===== src/rtl/frame_sched_pkg.sv =====
// Shared types and constants for the frame scheduler: FSM state encoding,
// frame type codes and the frame-length legality rule.
package frame_sched_pkg;

    localparam int LEN_W  = 16;
    localparam int TYPE_W = 4;
    localparam int CNT_W  = 16;

    typedef logic [LEN_W-1:0]  len_t;
    typedef logic [TYPE_W-1:0] ftype_t;
    typedef logic [CNT_W-1:0]  cnt_t;

    typedef enum logic [2:0] {
        IDLE,
        START,
        PARAM,
        WAIT_DONE,
        GAP
    } state_t;

    localparam ftype_t TYPE_CTRL = 4'd1;
    localparam ftype_t TYPE_DATA = 4'd2;

    // A zero-length frame is meaningless to the transmitter, so it is rejected too.
    function automatic logic len_legal(input len_t len, input int max_len);
        return (len != '0) && (int'(len) <= max_len);
    endfunction

endpackage


===== src/rtl/frame_sched_if.sv =====
// Request/grant and transmitter-side signal bundle of the frame scheduler.
// The requester/transmitter side uses 'master', the scheduler uses 'slave'.
interface frame_sched_if;
    import frame_sched_pkg::*;

    logic   en;
    logic   req0;
    logic   req1;
    len_t   len0;
    len_t   len1;
    ftype_t type0;
    ftype_t type1;
    logic   gnt0;
    logic   gnt1;
    logic   tx_done;
    logic   new_frame;
    logic   frame_vld;
    len_t   frame_len;
    ftype_t frame_type;
    logic   err_len;
    logic   err_tmo;
    logic   busy;
    cnt_t   frame_cnt;

    modport master (
        output en, req0, req1, len0, len1, type0, type1, tx_done,
        input  gnt0, gnt1, new_frame, frame_vld, frame_len, frame_type,
               err_len, err_tmo, busy, frame_cnt
    );

    modport slave (
        input  en, req0, req1, len0, len1, type0, type1, tx_done,
        output gnt0, gnt1, new_frame, frame_vld, frame_len, frame_type,
               err_len, err_tmo, busy, frame_cnt
    );

endinterface


===== src/rtl/frame_sched_arb.sv =====
// Two-port arbiter: fixed priority to the control port (0), with a starvation
// counter that hands one grant to the data port (1) after STARVE_LIMIT port-0 wins.
module frame_sched_arb #(
    parameter int STARVE_LIMIT = 4
) (
    input  logic clk,
    input  logic rst,
    input  logic req0,
    input  logic req1,
    input  logic take,
    output logic pick1,
    output logic any_req
);

    logic [15:0] starve_cnt;

    assign any_req = req0 | req1;
    assign pick1   = req1 && (!req0 || (starve_cnt == 16'(STARVE_LIMIT)));

    // Only port-0 wins taken while port 1 is actually waiting count as starvation.
    always_ff @(posedge clk) begin
        if (rst) begin
            starve_cnt <= '0;
        end else if (!req1 || (take && pick1)) begin
            starve_cnt <= '0;
        end else if (take) begin
            starve_cnt <= starve_cnt + 16'd1;
        end
    end

endmodule


===== src/rtl/frame_sched.sv =====
// Frame scheduler: grants one of two requesters, announces the frame to the
// transmitter, waits for its end (with timeout) and enforces an inter-frame gap.
module frame_sched
    import frame_sched_pkg::*;
#(
    parameter int IFS_CYCLES     = 200,
    parameter int TIMEOUT_CYCLES = 170000,
    parameter int MAX_LEN        = 4095,
    parameter int STARVE_LIMIT   = 4
) (
    input logic          clk,
    input logic          rst,
    frame_sched_if.slave bus
);

    localparam logic [31:0] TMO_LAST = 32'(TIMEOUT_CYCLES - 1);
    localparam logic [31:0] GAP_LAST = 32'(IFS_CYCLES - 1);

    state_t      state;
    len_t        lat_len;
    ftype_t      lat_type;
    logic [31:0] tmo_cnt;
    logic [31:0] gap_cnt;

    logic   pick1;
    logic   any_req;
    logic   decide;
    len_t   win_len;
    ftype_t win_type;

    // A gnt still showing means the requester has not yet dropped its req,
    // so that cycle must not be mistaken for a fresh request.
    assign decide   = (state == IDLE) && bus.en && any_req && !(bus.gnt0 || bus.gnt1);
    assign win_len  = pick1 ? bus.len1  : bus.len0;
    assign win_type = pick1 ? bus.type1 : bus.type0;

    frame_sched_arb #(
        .STARVE_LIMIT(STARVE_LIMIT)
    ) u_arb (
        .clk     (clk),
        .rst     (rst),
        .req0    (bus.req0),
        .req1    (bus.req1),
        .take    (decide),
        .pick1   (pick1),
        .any_req (any_req)
    );

    always_ff @(posedge clk) begin
        if (rst) begin
            state          <= IDLE;
            lat_len        <= '0;
            lat_type       <= '0;
            tmo_cnt        <= '0;
            gap_cnt        <= '0;
            bus.gnt0       <= 1'b0;
            bus.gnt1       <= 1'b0;
            bus.new_frame  <= 1'b0;
            bus.frame_vld  <= 1'b0;
            bus.frame_len  <= '0;
            bus.frame_type <= '0;
            bus.err_len    <= 1'b0;
            bus.err_tmo    <= 1'b0;
            bus.busy       <= 1'b0;
            bus.frame_cnt  <= '0;
        end else begin
            bus.gnt0      <= 1'b0;
            bus.gnt1      <= 1'b0;
            bus.new_frame <= 1'b0;
            bus.frame_vld <= 1'b0;
            bus.err_len   <= 1'b0;
            bus.err_tmo   <= 1'b0;

            case (state)
                IDLE: begin
                    if (decide) begin
                        bus.gnt0 <= !pick1;
                        bus.gnt1 <= pick1;
                        lat_len  <= win_len;
                        lat_type <= win_type;
                        // Illegal lengths are acknowledged but never reach the transmitter.
                        if (len_legal(win_len, MAX_LEN)) begin
                            bus.new_frame <= 1'b1;
                            bus.busy      <= 1'b1;
                            state         <= START;
                        end else begin
                            bus.err_len <= 1'b1;
                        end
                    end
                end

                START: begin
                    bus.frame_vld  <= 1'b1;
                    bus.frame_len  <= lat_len;
                    bus.frame_type <= lat_type;
                    bus.frame_cnt  <= bus.frame_cnt + 1'b1;
                    state          <= PARAM;
                end

                PARAM: begin
                    // The PARAM cycle itself counts towards the timeout.
                    tmo_cnt <= 32'd1;
                    state   <= WAIT_DONE;
                end

                WAIT_DONE: begin
                    if (bus.tx_done || (tmo_cnt >= TMO_LAST)) begin
                        bus.err_tmo <= !bus.tx_done;
                        if (IFS_CYCLES == 0) begin
                            bus.busy <= 1'b0;
                            state    <= IDLE;
                        end else begin
                            gap_cnt <= GAP_LAST;
                            state   <= GAP;
                        end
                    end else begin
                        tmo_cnt <= tmo_cnt + 32'd1;
                    end
                end

                GAP: begin
                    if (gap_cnt == '0) begin
                        bus.busy <= 1'b0;
                        state    <= IDLE;
                    end else begin
                        gap_cnt <= gap_cnt - 32'd1;
                    end
                end

                default: begin
                    bus.busy <= 1'b0;
                    state    <= IDLE;
                end
            endcase
        end
    end

endmodule


===== src/flat_wrapper.sv =====
// flat-port wrapper written by rule: the top's interface ports become plain ports
module frame_sched_flat import frame_sched_pkg::*;
#(
    parameter int IFS_CYCLES     = 200,
    parameter int TIMEOUT_CYCLES = 170000,
    parameter int MAX_LEN        = 4095,
    parameter int STARVE_LIMIT   = 4
)
  (clk, rst, bus_en, bus_req0, bus_req1, bus_len0, bus_len1, bus_type0, bus_type1, bus_tx_done, bus_gnt0, bus_gnt1, bus_new_frame, bus_frame_vld, bus_frame_len, bus_frame_type, bus_err_len, bus_err_tmo, bus_busy, bus_frame_cnt);
  frame_sched_if bus_i ();
  input logic clk;
  input logic rst;
  input wire logic [$bits(bus_i.en)-1:0] bus_en;
  input wire logic [$bits(bus_i.req0)-1:0] bus_req0;
  input wire logic [$bits(bus_i.req1)-1:0] bus_req1;
  input wire logic [$bits(bus_i.len0)-1:0] bus_len0;
  input wire logic [$bits(bus_i.len1)-1:0] bus_len1;
  input wire logic [$bits(bus_i.type0)-1:0] bus_type0;
  input wire logic [$bits(bus_i.type1)-1:0] bus_type1;
  input wire logic [$bits(bus_i.tx_done)-1:0] bus_tx_done;
  output wire logic [$bits(bus_i.gnt0)-1:0] bus_gnt0;
  output wire logic [$bits(bus_i.gnt1)-1:0] bus_gnt1;
  output wire logic [$bits(bus_i.new_frame)-1:0] bus_new_frame;
  output wire logic [$bits(bus_i.frame_vld)-1:0] bus_frame_vld;
  output wire logic [$bits(bus_i.frame_len)-1:0] bus_frame_len;
  output wire logic [$bits(bus_i.frame_type)-1:0] bus_frame_type;
  output wire logic [$bits(bus_i.err_len)-1:0] bus_err_len;
  output wire logic [$bits(bus_i.err_tmo)-1:0] bus_err_tmo;
  output wire logic [$bits(bus_i.busy)-1:0] bus_busy;
  output wire logic [$bits(bus_i.frame_cnt)-1:0] bus_frame_cnt;
  assign bus_i.en = bus_en;
  assign bus_i.req0 = bus_req0;
  assign bus_i.req1 = bus_req1;
  assign bus_i.len0 = bus_len0;
  assign bus_i.len1 = bus_len1;
  assign bus_i.type0 = bus_type0;
  assign bus_i.type1 = bus_type1;
  assign bus_i.tx_done = bus_tx_done;
  assign bus_gnt0 = bus_i.gnt0;
  assign bus_gnt1 = bus_i.gnt1;
  assign bus_new_frame = bus_i.new_frame;
  assign bus_frame_vld = bus_i.frame_vld;
  assign bus_frame_len = bus_i.frame_len;
  assign bus_frame_type = bus_i.frame_type;
  assign bus_err_len = bus_i.err_len;
  assign bus_err_tmo = bus_i.err_tmo;
  assign bus_busy = bus_i.busy;
  assign bus_frame_cnt = bus_i.frame_cnt;
  frame_sched #(.IFS_CYCLES(IFS_CYCLES), .TIMEOUT_CYCLES(TIMEOUT_CYCLES), .MAX_LEN(MAX_LEN), .STARVE_LIMIT(STARVE_LIMIT)) u_core (.clk(clk), .rst(rst), .bus(bus_i));
endmodule

===== config.mk =====
export PLATFORM = sky130hd
export DESIGN_NAME = frame_sched_flat
export DESIGN_NICKNAME = d
export VERILOG_FILES = /design/src/rtl/frame_sched_pkg.sv /design/src/rtl/frame_sched_if.sv /design/src/rtl/frame_sched_arb.sv /design/src/rtl/frame_sched.sv /design/src/flat_wrapper.sv
export SDC_FILE = /design/constraint.sdc
export NUM_CORES = 1
export LEC_CHECK = 0
export ABC_AREA = 1
export BUFFER_PORTS_ARGS = -buffer_cell sky130_fd_sc_hd__buf_4
export CELL_PAD_IN_SITES_DETAIL_PLACEMENT = 0
export CELL_PAD_IN_SITES_GLOBAL_PLACEMENT = 1
export CORE_ASPECT_RATIO = 1.25
export CORE_UTILIZATION = 45
export DETAILED_ROUTE_END_ITERATION = 6
export GPL_TIMING_DRIVEN = 0
export HOLD_SLACK_MARGIN = 0.15
export MAX_ROUTING_LAYER = met4
export PLACE_DENSITY = 0.89
export SLEW_MARGIN = 15
export SYNTH_ARGS = -nofsm -noshare
export SYNTH_HDL_FRONTEND = slang
export SYNTH_SLANG_ARGS = --single-unit

===== constraint.sdc =====
create_clock -name clk -period 3 [get_ports clk]
set_input_delay 0.3 -clock clk [delete_from_list [all_inputs] [get_ports clk]]
set_output_delay 0.3 -clock clk [all_outputs]
set_load 0.01 [all_outputs]

==> reports/qor.log <==
[timing] final setup fails 0
[min_path] Tightest Hold Check Type input port to register
[cts] root buffer cell sky130_fd_sc_hd__clkbuf_16
[grt] initial antenna violation count 0
[placement] HPWL after detailed placement 13400 um
[timing] RSZ-0062 raised after global routing false
[timing] smallest hold slack 0.159 ns
[synth] count of different cell masters after synthesis 48
[cts] latest clock arrival within the worst-skew pair 0.43 ns
[placement] number of input and output port buffers inserted 87
[timing] slew at the pin closest to its max-slew limit 0.734 ns
[timing] post-route minimum period 2.37 ns
[routing] drt initial violations 283
[power] total power draw 0.00460 W
[synth] Synth Area in XOR/XNOR 0.0261
[synth] Yosys warnings 0
[routing] total DRC errors in the routed layout 0
[run] Max Cap Violations 0
[cts] cts bufs inserted 17
[synth] share of Yosys cell area claimed by the top area cell type 0.415
[timing] final max-slew violation count 0
[cells_and_area] filler-free cell count of the finished design 1334
[critical_path] path type of the worst setup path register to register
[floorplanning] die height 142 um
[synth] Synth top cells by count sky130_fd_sc_hd__nand2_1, sky130_fd_sc_hd__dfxtp_1, sky130_fd_sc_hd__nor2_1, sky130_fd_sc_hd__inv_1, sky130_fd_sc_hd__a21oi_1
[cells_and_area] fillers 1590
[grt] GRT Resource Usage Total 0.238
[critical_path] highest fanout seen on the critical path 10
[synth] number of flops mapped to enable cells by yosys 0
[synth] fraction of synthesized area in multiplexers 0
[synth] register area share after synthesis 0.415
[synth] share of synthesized registers carrying an async set or reset 0
[power] Peak supply drop 0.382 mV
[grt] Remaining Overflow, GRT 0
[synth] Synth area leaders sky130_fd_sc_hd__dfxtp_1, sky130_fd_sc_hd__nand2_1, sky130_fd_sc_hd__nor2_1, sky130_fd_sc_hd__inv_1, sky130_fd_sc_hd__a21oi_1
[critical_path] Startpoint Class register
[cts] sinks on the clock net 146
[cells_and_area] Final #Nets 1164
[critical_path] nature of the critical path endpoint register
[critical_path] Largest stage delay, worst path 0.57 ns
[cts] number of levels in the clock H-tree 4
[critical_path] top cell family by delay on the critical path buffers and inverters
[routing] Detailed Route WL 17600 um
[power] pwr dens 530 nW/um^2
[floorplanning] Core Rows 50
[cts] clock tree from TritonCTS done
[power] leakage power total 3.83 nW
[cells_and_area] proportion of layout cells with a drive suffix above 1 0.164
[synth] top cell type by total area after synthesis sky130_fd_sc_hd__dfxtp_1
[placement] number of placed cells counting well taps 1297
[critical_path] library cell contributing the largest single delay on the critical path sky130_fd_sc_hd__dlygate4sd3_1
[routing] average via count per standard cell 4.92
[grt] wire length of the first global-routing pass 29400 um
[synth] adder-cell area share of the yosys netlist 0.00887
[outcome] outcome finished clean
[routing] drt pass-1 iters 5
[timing] Layout Skew 0.0125 ns
[critical_path] data arrival time of the critical path 2.68 ns
[critical_path] cells traversed along the worst timing path inv_2 > nand2_2 > nor2_4 > nand2_2 > nor2_4 > buf_2 > clkbuf_1 > a31oi_1 > dlygate4sd3_1
[routing] remaining number of nets flagged by the antenna check after routing 0
[synth] Post-Synthesis Mean Instance Area 7.04 sq um
[synth] Compound-Gate Fraction of Synth Area 0.122
[placement] gp weighted congestion 0.879
[routing] overall via count from detail_route 6567
[floorplanning] I/O pin count 89
[synth] Post-Syn Area 7050 sq um
[synth] synthesized net count 1053
[routing] routed wire length per instance 13.2 um
[cts] setup fix buffers added after clock tree synthesis 0
[synth] most used flip-flop cell after synthesis sky130_fd_sc_hd__dfxtp_1
[timing] number of hold-slack violations in the final timing report 0
[critical_path] Buf+Inv Stages, Crit Path 4
[synth] simple-gate share of the synthesized area 0.342
[cells_and_area] Diodes inserted 0
[timing] Max Clk Rate 422 MHz
[synth] total of flip-flops plus latches after synthesis 146
[floorplanning] total die area 16200 sq um
[critical_path] required time at the endpoint of the critical path 3.32 ns
[cells_and_area] FF+latch area 2920 sq um
[synth] main combinational cell family by area after synthesis simple AND/OR/NAND/NOR gates
[floorplanning] die outline width 114 um
[cts] deepest clock path buffer count 2
[synth] Cells after Synth 1002
[synth] count leader, synth sky130_fd_sc_hd__nand2_1
[cells_and_area] area used by multi-input combinational logic 3510 sq um
[cts] clock transition at the registers of the reported paths 0.06 ns
[timing] post-route fraction of the period consumed by the critical path 0.789
[floorplanning] initial core utilization 0.466
[grt] vias in the first global route 6209
[timing] Slew HR 0.510
[timing] total negative setup slack 0 ns
[cells_and_area] area added between synthesis and finish 23.0%
[floorplanning] area of the placeable core 15100 sq um
[grt] pin count of the biggest net entering global routing 17
[metrics by stage]
step	setup slack [ns]	instance area (sq um)	util
after floorplan	1.13	7050	-
final	0.632	8670	0.573
after CTS	0.635	8670	0.573
after detailed placement	0.666	7960	0.526
after global placement	0.688	7960	0.526
after global routing	0.473	8670	0.573
[state kept, by name, indices dropped and copies added, names as in the netlist, 3 cells and up]
name                     flops
u_core.bus.frame_type        4
u_core.gap_cnt              32
u_core.bus.frame_cnt        16
u_core.bus.frame_len        16
u_core.lat_len              16
u_core.state                 3
u_core.u_arb.starve_cnt     16
u_core.tmo_cnt              32
u_core.lat_type              4
[area by class of cell]
type                            instances  share of cell area
Clock inverter                         15              0.0266
Timing Repair Buffer                   92              0.0811
Multi-Input combinational cell        703               0.405
Inverter                              121              0.0525
Tap cell                              208              0.0300
Sequential cell                       146               0.337
Clock buffer                           17              0.0491
Buffer                                 32              0.0182
[routing by layer]
metal,vias up,routed length (um),global-route usage
met1,2947,7930,0.273
met3,26,569,0.0392
met5,-,0,-
met4,0,310,0.0841
li1,3462,-,-
met2,132,8830,0.417
[worst reg2reg max path, cell delays in order (launching register included)]
cell,delay [ns]
sky130_fd_sc_hd__dfxtp_1,0.37
sky130_fd_sc_hd__inv_2,0.13
sky130_fd_sc_hd__nand2_2,0.09
sky130_fd_sc_hd__nor2_4,0.14
sky130_fd_sc_hd__nand2_2,0.08
sky130_fd_sc_hd__nor2_4,0.11
sky130_fd_sc_hd__buf_2,0.22
sky130_fd_sc_hd__clkbuf_1,0.40
sky130_fd_sc_hd__a31oi_1,0.15
sky130_fd_sc_hd__dlygate4sd3_1,0.57
[cells in the final DEF, fill, tap and decap left out, types with 18 or more instances in the layout]
cell type and instances:
sky130_fd_sc_hd__nand2_1 232, sky130_fd_sc_hd__dfxtp_1 146, sky130_fd_sc_hd__nor2_1 139, sky130_fd_sc_hd__inv_1 110, sky130_fd_sc_hd__buf_4 93, sky130_fd_sc_hd__a21oi_1 81
sky130_fd_sc_hd__nand3_1 34, sky130_fd_sc_hd__o21ai_0 29, sky130_fd_sc_hd__nor3_1 27, sky130_fd_sc_hd__xor2_1 18
[power breakdown]
group	total [W]	leakage, nW	switching, W	internal, W
registers	0.00199	1.18	0.0000204	0.00197
clock network	0.00235	0.298	0.000864	0.00148
logic	0.000260	2.35	0.000154	0.000106
total	0.00460	3.83	0.00104	0.00356
[worst paths after layout]
path                                                 startpoint                               to  slack (ns)  cells past startpoint
worst min-delay path                               bus_type0[1]  u_core.lat_type[1]$_SDFFE_PP0P_        0.16                      3
worst min register to register  u_core.tmo_cnt[21]$_SDFFE_PP0P_  u_core.tmo_cnt[21]$_SDFFE_PP0P_        0.44                      2
worst max-delay path               u_core.state[2]$_SDFFE_PP0P_  u_core.lat_type[0]$_SDFFE_PP0P_        0.63                      9
worst max register to register     u_core.state[2]$_SDFFE_PP0P_  u_core.lat_type[0]$_SDFFE_PP0P_        0.63                      9
[kinds of logic after synthesis]
group,count (synthesis)
flops,146
buf+inv,153
compound gates,153
xor+xnor,21
simple gates,524
fa+ha+maj,5
[what timing repair did]
action                    CTS  global route
hold buffers                5             0
resized for setup           0             0
hold endpoints to repair    4             0
(Power assumes the default switching activity.)
